**src/rtl/bus2mem_pkg.sv**
```systemverilog
// Shared widths and FSM state type for the bus-to-memory write path.
package bus2mem_pkg;
  localparam int BUS_W_DEF  = 512;  // default bus word width
  localparam int ADDR_W_DEF = 20;   // default memory word-address width
  localparam int CNT_W      = 16;   // packet counters / cfg_num_pkt
  localparam int IDX_W      = 32;   // per-job word counters

  typedef enum logic [1:0] {
    IDLE  = 2'd0,
    RUN   = 2'd1,
    DRAIN = 2'd2,
    DONE  = 2'd3
  } state_e;
endpackage

```
**src/rtl/bus2mem_fifo.sv**
```systemverilog
// Single-clock first-word-fall-through word buffer with full/empty/free-count.
// Push while full is accepted when a pop happens in the same cycle.
module bus2mem_fifo #(
  parameter int W     = 512,
  parameter int DEPTH = 4,
  localparam int AW   = $clog2(DEPTH)
) (
  input  logic          clk,
  input  logic          rst,
  input  logic          push,
  input  logic [W-1:0]  wr_data,
  input  logic          pop,
  output logic [W-1:0]  rd_data,
  output logic          full,
  output logic          empty,
  output logic [AW:0]   free_cnt
);
  logic [W-1:0] mem [DEPTH];
  logic [AW:0]  wr_ptr, rd_ptr, used;

  assign used     = wr_ptr - rd_ptr;
  assign empty    = (used == '0);
  assign full     = (used == (AW+1)'(DEPTH));
  assign free_cnt = (AW+1)'(DEPTH) - used;
  assign rd_data  = mem[rd_ptr[AW-1:0]];

  // pointer update; extra MSB distinguishes full from empty
  always_ff @(posedge clk or posedge rst) begin
    if (rst) begin
      wr_ptr <= '0;
      rd_ptr <= '0;
    end else begin
      if (push) wr_ptr <= wr_ptr + 1'b1;
      if (pop)  rd_ptr <= rd_ptr + 1'b1;
    end
  end

  // storage write; contents need no reset, empty gates the head downstream
  always_ff @(posedge clk) begin
    if (push) mem[wr_ptr[AW-1:0]] <= wr_data;
  end
endmodule

```
**src/rtl/bus2mem_wr.sv**
```systemverilog
// Bus-to-memory writer: buffers decoded bus words and streams them to memory
// at consecutive word addresses from a configured base, counting packets.
// Optional overflow flag built only when BUS2MEM_WR_OVF_CHK_EN is defined.
module bus2mem_wr
  import bus2mem_pkg::*;
#(
  parameter int BUS_W         = BUS_W_DEF,
  parameter int ADDR_W        = ADDR_W_DEF,
  parameter int WORDS_PER_PKT = 2,
  parameter int FIFO_DEPTH    = 4
) (
  input  logic              clk_bus,
  input  logic              rst,
  input  logic [BUS_W-1:0]  bus_data,
  input  logic              bus_en,
  output logic              bus_ready,
  input  logic [ADDR_W-1:0] cfg_base_addr,
  input  logic [CNT_W-1:0]  cfg_num_pkt,
  input  logic              cfg_start,
  output logic [ADDR_W-1:0] mem_wr_addr,
  output logic [BUS_W-1:0]  mem_wr_data,
  output logic              mem_wr_valid,
  input  logic              mem_wr_ready,
  output logic [CNT_W-1:0]  pkt_cnt,
  output logic              done,
  output logic              ovf_err
);
  localparam int FAW = $clog2(FIFO_DEPTH);

  state_e            state, state_nxt;
  logic [ADDR_W-1:0] base_q, word_idx;
  logic [IDX_W-1:0]  total_q, push_cnt;
  logic [CNT_W-1:0]  beat_q;
  logic              start, push, pop, fifo_full, fifo_empty;
  logic [FAW:0]      free_cnt;
  logic [FAW+1:0]    free_nxt;
  logic [BUS_W-1:0]  fifo_head;

  // cfg_start is only honoured between jobs
  assign start = cfg_start && ((state == IDLE) || (state == DONE));
  assign pop   = !fifo_empty && mem_wr_ready;
  assign push  = (state == RUN) && bus_en && (!fifo_full || pop);

  bus2mem_fifo #(.W(BUS_W), .DEPTH(FIFO_DEPTH)) u_fifo (
    .clk      (clk_bus),
    .rst      (rst),
    .push     (push),
    .wr_data  (bus_data),
    .pop      (pop),
    .rd_data  (fifo_head),
    .full     (fifo_full),
    .empty    (fifo_empty),
    .free_cnt (free_cnt)
  );

  assign mem_wr_valid = !fifo_empty;
  assign mem_wr_data  = fifo_empty ? '0 : fifo_head;
  assign mem_wr_addr  = base_q + word_idx;
  assign done         = (state == DONE);

  // occupancy after this edge, so bus_ready reflects the registered state it lands with
  assign free_nxt = (FAW+2)'(free_cnt) + (FAW+2)'(pop) - (FAW+2)'(push);

  // state register
  always_ff @(posedge clk_bus or posedge rst) begin
    if (rst) state <= IDLE;
    else     state <= state_nxt;
  end

  // next-state: RUN until the job's last word is buffered, DRAIN until empty
  always_comb begin
    state_nxt = state;
    unique case (state)
      IDLE:    if (start) state_nxt = RUN;
      RUN:     if (push && (push_cnt == total_q - 1)) state_nxt = DRAIN;
      DRAIN:   if (fifo_empty) state_nxt = DONE;
      DONE:    if (start) state_nxt = RUN;
      default: state_nxt = IDLE;
    endcase
  end

  // job configuration and word/packet counters
  always_ff @(posedge clk_bus or posedge rst) begin
    if (rst) begin
      base_q   <= '0;
      total_q  <= '0;
      push_cnt <= '0;
      word_idx <= '0;
      beat_q   <= '0;
      pkt_cnt  <= '0;
    end else if (start) begin
      base_q   <= cfg_base_addr;
      total_q  <= IDX_W'(cfg_num_pkt) * IDX_W'(WORDS_PER_PKT);
      push_cnt <= '0;
      word_idx <= '0;
      beat_q   <= '0;
      pkt_cnt  <= '0;
    end else begin
      if (push) push_cnt <= push_cnt + 1'b1;
      if (pop) begin
        word_idx <= word_idx + 1'b1;
        if (beat_q == CNT_W'(WORDS_PER_PKT - 1)) begin
          beat_q  <= '0;
          pkt_cnt <= pkt_cnt + 1'b1;
        end else begin
          beat_q  <= beat_q + 1'b1;
        end
      end
    end
  end

  // one-packet-plus-one margin covers the upstream response latency
  always_ff @(posedge clk_bus or posedge rst) begin
    if (rst) bus_ready <= 1'b0;
    else     bus_ready <= (state_nxt == RUN) && (free_nxt >= (FAW+2)'(WORDS_PER_PKT + 1));
  end

`ifdef BUS2MEM_WR_OVF_CHK_EN
  logic ovf_q;
  // sticky drop flag; a drop in the start cycle wins over the clear
  always_ff @(posedge clk_bus or posedge rst) begin
    if (rst)                 ovf_q <= 1'b0;
    else if (bus_en && !push) ovf_q <= 1'b1;
    else if (start)          ovf_q <= 1'b0;
  end
  assign ovf_err = ovf_q;
`else
  assign ovf_err = 1'b0;
`endif
endmodule

```
**config.mk**
```make
export PLATFORM = sky130hd
export DESIGN_NAME = bus2mem_wr
export DESIGN_NICKNAME = d
export VERILOG_FILES = /design/src/rtl/bus2mem_pkg.sv /design/src/rtl/bus2mem_fifo.sv /design/src/rtl/bus2mem_wr.sv
export SDC_FILE = /design/constraint.sdc
export NUM_CORES = 2
export LEC_CHECK = 0
export ABC_AREA = 1
export CAP_MARGIN = 20
export CORE_AREA = 10 10 426 428
export CTS_BUF_LIST = sky130_fd_sc_hd__clkbuf_8
export CTS_CLUSTER_DIAMETER = 40
export DETAILED_ROUTE_END_ITERATION = 10
export DIE_AREA = 0 0 436 438
export PLACE_DENSITY = 0.74
export RECOVER_POWER = 50
export SKIP_CTS_REPAIR_TIMING = 1
export SLEW_MARGIN = 20
export SYNTH_ARGS = -nofsm -noshare
export SYNTH_HDL_FRONTEND = slang
export SYNTH_SLANG_ARGS = --single-unit
```
**constraint.sdc**
```tcl
create_clock -name clk_bus -period 35.4 [get_ports clk_bus]
set_input_delay 7.08 -clock clk_bus [delete_from_list [all_inputs] [get_ports clk_bus]]
set_output_delay 7.08 -clock clk_bus [all_outputs]
set_load 0.05 [all_outputs]
```
---- After elaboration in Yosys (flattened, before gate mapping) ----
Memory sizes are Yosys's and may differ from the RTL's.
Index checks and enable logic that the tools add are counted.
Widths: inputs -> output; s select.
storage, ports and cells
  register bits ........................... 129
  memory bits (writable) .................. 2048
  output and inout bits ................... 552
  word-level logic and storage cells ...... 65
  memories ................................ 1
operators by class
  add/sub/neg operators ................... 12
  magnitude comparators ................... 1
  equal/unequal tests ..................... 7
  muxes and demuxes ....................... 17
  reduce and logical (&&, ||, !) cells .... 17
memories
  memory      words  bits a word  read ports  clocked after memory_dff  write ports  line                source
  u_fifo.mem  4      512          1           0                         1            bus2mem_fifo.sv:18  logic [W-1:0] mem [DEPTH];
operators with widths
  operator               count
  $mux 512               1
  $mux 16                6
  $mux 32                2
  $mux 20                2
  $add 16x1->16 const B  2
  $add 32x1->32 const B  1
  $eq 32x32->1           1
  $add 20x1->20 const B  1
  $add 20x20->20         1
  $sub 17x1->18 const B  1
  $eq 16x1->1 const B    1
  $add 3x1->3 const B    2
  $logic_and 1x1->1      6
  $mux 2                 3
  $pmux 2 s3             1
  $reduce_bool 2->1      3
  $add 3x1->4            1
  $eq 2x1->1 const B     2
  $eq 2x2->1 const B     2
  $ge 4x2->1 const B     1
  $sub 4x1->4            1
  $eq 3x3->1 const B     1
  $logic_not 3->1        1
  $sub 3x3->3            1
  7 further kinds        10

---- Depth between registers and ports, before layout ----
  depth after elaboration ................. 11
  depth in mapped cells ................... 21
  gate-level depth less buffers ........... 19

---- By module ----
Synthesis repeated with hierarchy kept, for this count alone.
unflattened totals
  cells, all modules ...................... 10226
  area total of the unflattened synthesis .. 97980.2 um2
modules (own cells, without submodules)
  module        times used  cells each  area an instance (um2)  sequential area each (um2)
  bus2mem_fifo  1           8079        86023.8                 61649.1
  bus2mem_wr    1           2147        11956.5                 3078.0

---- Worst setup path after synthesis ----
OpenSTA, ideal clock, no wires.
  path type ............................... input-to-reg
  from .................................... input port mem_wr_ready
  to ...................................... memory u_fifo.mem[0][0], enable pin
  library setup time ...................... 1.402 ns
  arrival time ............................ 28.861 ns
  setup slack ............................. 5.137 ns
  stages on the path ...................... 5
  cells stage by stage .................... nand2_4 a21oi_4 inv_1 clkbuf_1 nor2_1
on the way
  longest elaborated chain between the ends .. 5
RTL lines
  item                          line                source
  start: declaration            bus2mem_wr.sv:23    input logic mem_wr_ready,
  $logic_and 1x1->1             bus2mem_wr.sv:41    assign pop = !fifo_empty && mem_wr_ready;
  $logic_or 1x1->1              bus2mem_wr.sv:42    assign push = (state == RUN) && bus_en && (!fifo_full || pop);
  $logic_and 1x1->1             bus2mem_wr.sv:42
  $mux 1                        bus2mem_fifo.sv:40  if (push) mem[wr_ptr[AW-1:0]] <= wr_data;
  $mux 1 (implied by the code)  bus2mem_fifo.sv:40
  end: declaration              bus2mem_fifo.sv:18
No other way between the ends.

---- Final worst setup path ----
  from .................................... input port mem_wr_ready
  to ...................................... memory u_fifo.mem[1][465], enable pin
Same word-level chain as after synthesis.

==> results <==
- The cell row count is 153.
- The HPWL after detailed placement is 171000 um.
- STA puts the critical path data required time at 36.07 ns.
- The final reports fail on max-capacitance violations, max-slew violations.
- The total core area is 0.173 sq mm.
- In this design, the stage delay of the slowest critical-path cell is 3.52 ns.
- The initial antenna violation count came to 262.
- The wire length of the first global-routing pass is 384000 um.
- The total wire length is 271000 um.
- The clock transition at the registers of the reported paths is 0.06 ns.
- The CTS tree is yes.
- The aggregate negative setup slack is 0 ns.
- The total number of H-tree levels is 5.
- The startpoint-to-endpoint class of the critical path is input port to flip-flop.
- The post-route minimum period is 14.58 ns.
- Setup repair after global routing left no endpoint under its margin.
- At the pin with the least slew margin, the transition time is 5.04 ns.
- Grouping stages by cell kind, the critical path spends the most delay in buffers and inverters.
- The clock latency at the later pin of the worst-skew pair is 1.10 ns.
- The top cell type by total area after synthesis is edfxtp_1.
- The via count of the routed design is 61600.
- The horizontal die dimension is 436 um.
- Compared with the post-synthesis result, the final layout area differs by 23.5%.
- The synthesis-stage register bit count is 2177.
- The number of maximum-capacitance constraint violations is 7.
- The utilization after layout is 0.621.
- For this run, the register share of the synthesized area comes to 0.745.
- The top cell type's share of synthesized area is 0.708.
- The residual overflow from global routing is 0.
- The worst setup path is captured at a flip-flop.
- The cell area that synthesis handed to floorplanning was 0.0869 sq mm.
- In this run the mean area of a mapped cell was 12.1 sq um.
- The number of stages on the worst setup path is 10.
- In this run, distinct cell masters in the synthesized netlist total 54.
- Yosys printed 0 warnings.
- The arrival time at the worst endpoint is 15.25 ns.
- Buffers placed on the I/O ports in this run total 1103.
- The initial core utilization is 0.502.
- The total nets after synthesis is 7801.
- The met2 capacity usage during global routing is 0.421.
- The floorplan step defined a die boundary enclosing 0.191 sq mm.
- The worst setup skew after layout is 0.0895 ns.
- The number of global-route vias before repair is 59000.
- The first detailed-routing pass took 6 iterations.
- In this run the worst hold path is classified as flip-flop to flip-flop.
- The peak clock frequency supported by timing is 68.6 MHz.
- The maximum buffer depth of the clock tree is 4.
- The global routing's busiest layer is met2.
- Measured in cells, the most critical reg-to-reg path has a length of 15.
- The clock root buffer is clkbuf_8.
- The count of buffer and inverter cells on the critical path is 7.
- Dividing the detail-routed via count by the number of cells gives 5.56.
- After the last flow step, the layout net total stands at 8927.
- The count of final hold-check violations came to 0.
- The share of post-route cells with drive strength above 1 is 0.0648.
- In the finished design, the share of the clock period the worst path needs comes to 0.412.
- Measured along the y axis, the die boundary spans 438 um.
- The final RePlAce weighted congestion is 0.964.
- The DRC violation total after the first TritonRoute iteration is 6240.
- The CTS buffer count is 378.
- The cell count of the worst hold path is 1.
- The max-slew violation count was 358.
- 1105 I/O pins were placed.
- The worst-case headroom to the max-slew limit is -2.36.
- The run finished, with violations left.
- The category of the worst setup path launch point is an input port.
- After detailed routing, the average wire length per cell comes to 24.5 um.
- The slowest stage cell on the critical path is clkbuf_1.
- The signal on the critical path passes through dlygate4sd3_1 -> nand2_1 -> a21oi_4 -> clkbuf_1 -> inv_1 -> nor2_1 -> clkbuf_1 -> buf_12 -> buf_4 -> buf_4.
- For this run, design rule violations remaining after detail routing come to 0.
- The number of clock sinks seen by CTS is 2177.
- Synthesis produced 7203 cells.
- The global-route met3 utilization is 0.0775.
- Setup violations remaining at the end of the flow were counted as 0.
- Ranked by total cell area, the synthesized netlist is headed by edfxtp_1 (71%), nor2_1 (9.4%), o21ai_0 (6.3%), dfrtp_1 (3.7%), a21oi_1 (3.3%).
- In this run the worst path has a maximum fanout of 136.
- The largest net degree at the start of global routing is 283.
- The residual antenna-violating net count after detailed routing is 0.
- For this run, the total global-route usage over all layers was measured as 0.267.
- For met1 alone, demand over resource in global routing was 0.312.
[metal layers]
metal	wire [um]	vias to the layer above
li1	-	27900
met1	97200	29800
met2	128000	2952
met3	23700	919
met4	20900	78
met5	503	-
[layout by cell type (no fill, tap or decap), types with 8 or more instances in the layout]
master,n
nor2_1,2177
buf_4,39
clkbuf_8,389
dlygate4sd3_1,515
o31ai_1,8
nand3_1,70
buf_12,15
ha_1,41
inv_1,244
xor2_1,34
xnor2_1,16
clkinv_1,71
nand4_1,31
a21oi_1,574
clkinv_4,9
clkinv_2,49
edfxtp_1,2048
bufinv_16,23
nand2_1,295
clkinvlp_4,13
dfrtp_1,127
nor4_1,11
nor3_1,42
o21ai_0,1098
clkdlybuf4s50_1,588
diode_2,152
[Yosys cell counts, drive strengths merged]
library cell,instances
nor2,2179
edfxtp,2048
o21ai,1100
a21oi,575
clkbuf,349
nand2,295
inv,157
dfrtp,129
buf,72
nand3,72
ha,42
nor3,42
xor2,34
nand4,31
xnor2,16
nor4,11
o31ai,8
a31oi,7
o21a,5
a211oi,4
fa,3
nor3b,3
o22ai,3
a21o,2
a221oi,2
o211ai,2
a22oi,1
a311oi,1
a41oi,1
and2,1
and3,1
clkinv,1
conb,1
nand3b,1
o2111ai,1
o211a,1
o21bai,1
o221a,1
[sequential cells by signal, summed over array words and instances (netlist names), 2 cells and up]
| name | cells |
|---|---|
| u_fifo.wr_ptr | 3 |
| push_cnt | 32 |
| word_idx | 20 |
| total_q | 16 |
| base_q | 20 |
| u_fifo.rd_ptr | 3 |
| u_fifo.mem | 2048 |
| beat_q | 16 |
| state | 2 |
| pkt_cnt | 16 |
[cell type report]
class	count	area, sq um
fill	13000	65700
sequential	2177	64700
tap	2325	2910
clock inverter	259	1760
antenna	152	380
multi-input combinational	4447	19900
inverter	158	611
timing repair buffer	1167	11700
clock buffer	389	5350
[metrics by stage]
stage / setup slack [ns] / hold slack, ns / std cells / cell area, sq um
after floorplan: 5.14 / 0.442 / 7203 / 86900
after global placement: 22.29 / 0.456 / 10300 / 100000
after detailed placement: 22.33 / 0.457 / 10300 / 100000
after CTS: 21.71 / 0.469 / 10900 / 107000
after global routing: 20.33 / 0.493 / 11000 / 107000
final: 20.82 / 0.471 / 11100 / 107000
[cell families after synthesis]
family / synth area share
AOI/OAI and AO/OA: 0.100
other: 0.0000431
buffers and inverters: 0.0256
xor gates and xnor gates: 0.00504
DFF: 0.745
and+or+nand+nor: 0.118
adders and majority gates: 0.00674
[worst paths after layout]
| kind | startpoint | slack [ns] | end |
|---|---|---|---|
| min reg2reg | u_fifo.wr_ptr[2] | 0.47 | u_fifo.wr_ptr[2] |
| min | u_fifo.wr_ptr[2] | 0.47 | u_fifo.wr_ptr[2] |
| max reg2reg | u_fifo.rd_ptr[0] | 25.11 | u_fifo.mem[1][465] |
| min in group asynchronous | rst | 7.48 | pkt_cnt[5] |
| max | mem_wr_ready | 20.82 | u_fifo.mem[1][465] |
| max in group asynchronous | rst | 23.47 | u_fifo.rd_ptr[0] |
Power is left out: the tool's default activity adds up to more than one toggle a clock period on the data nets, which glitch-free logic cannot reach.
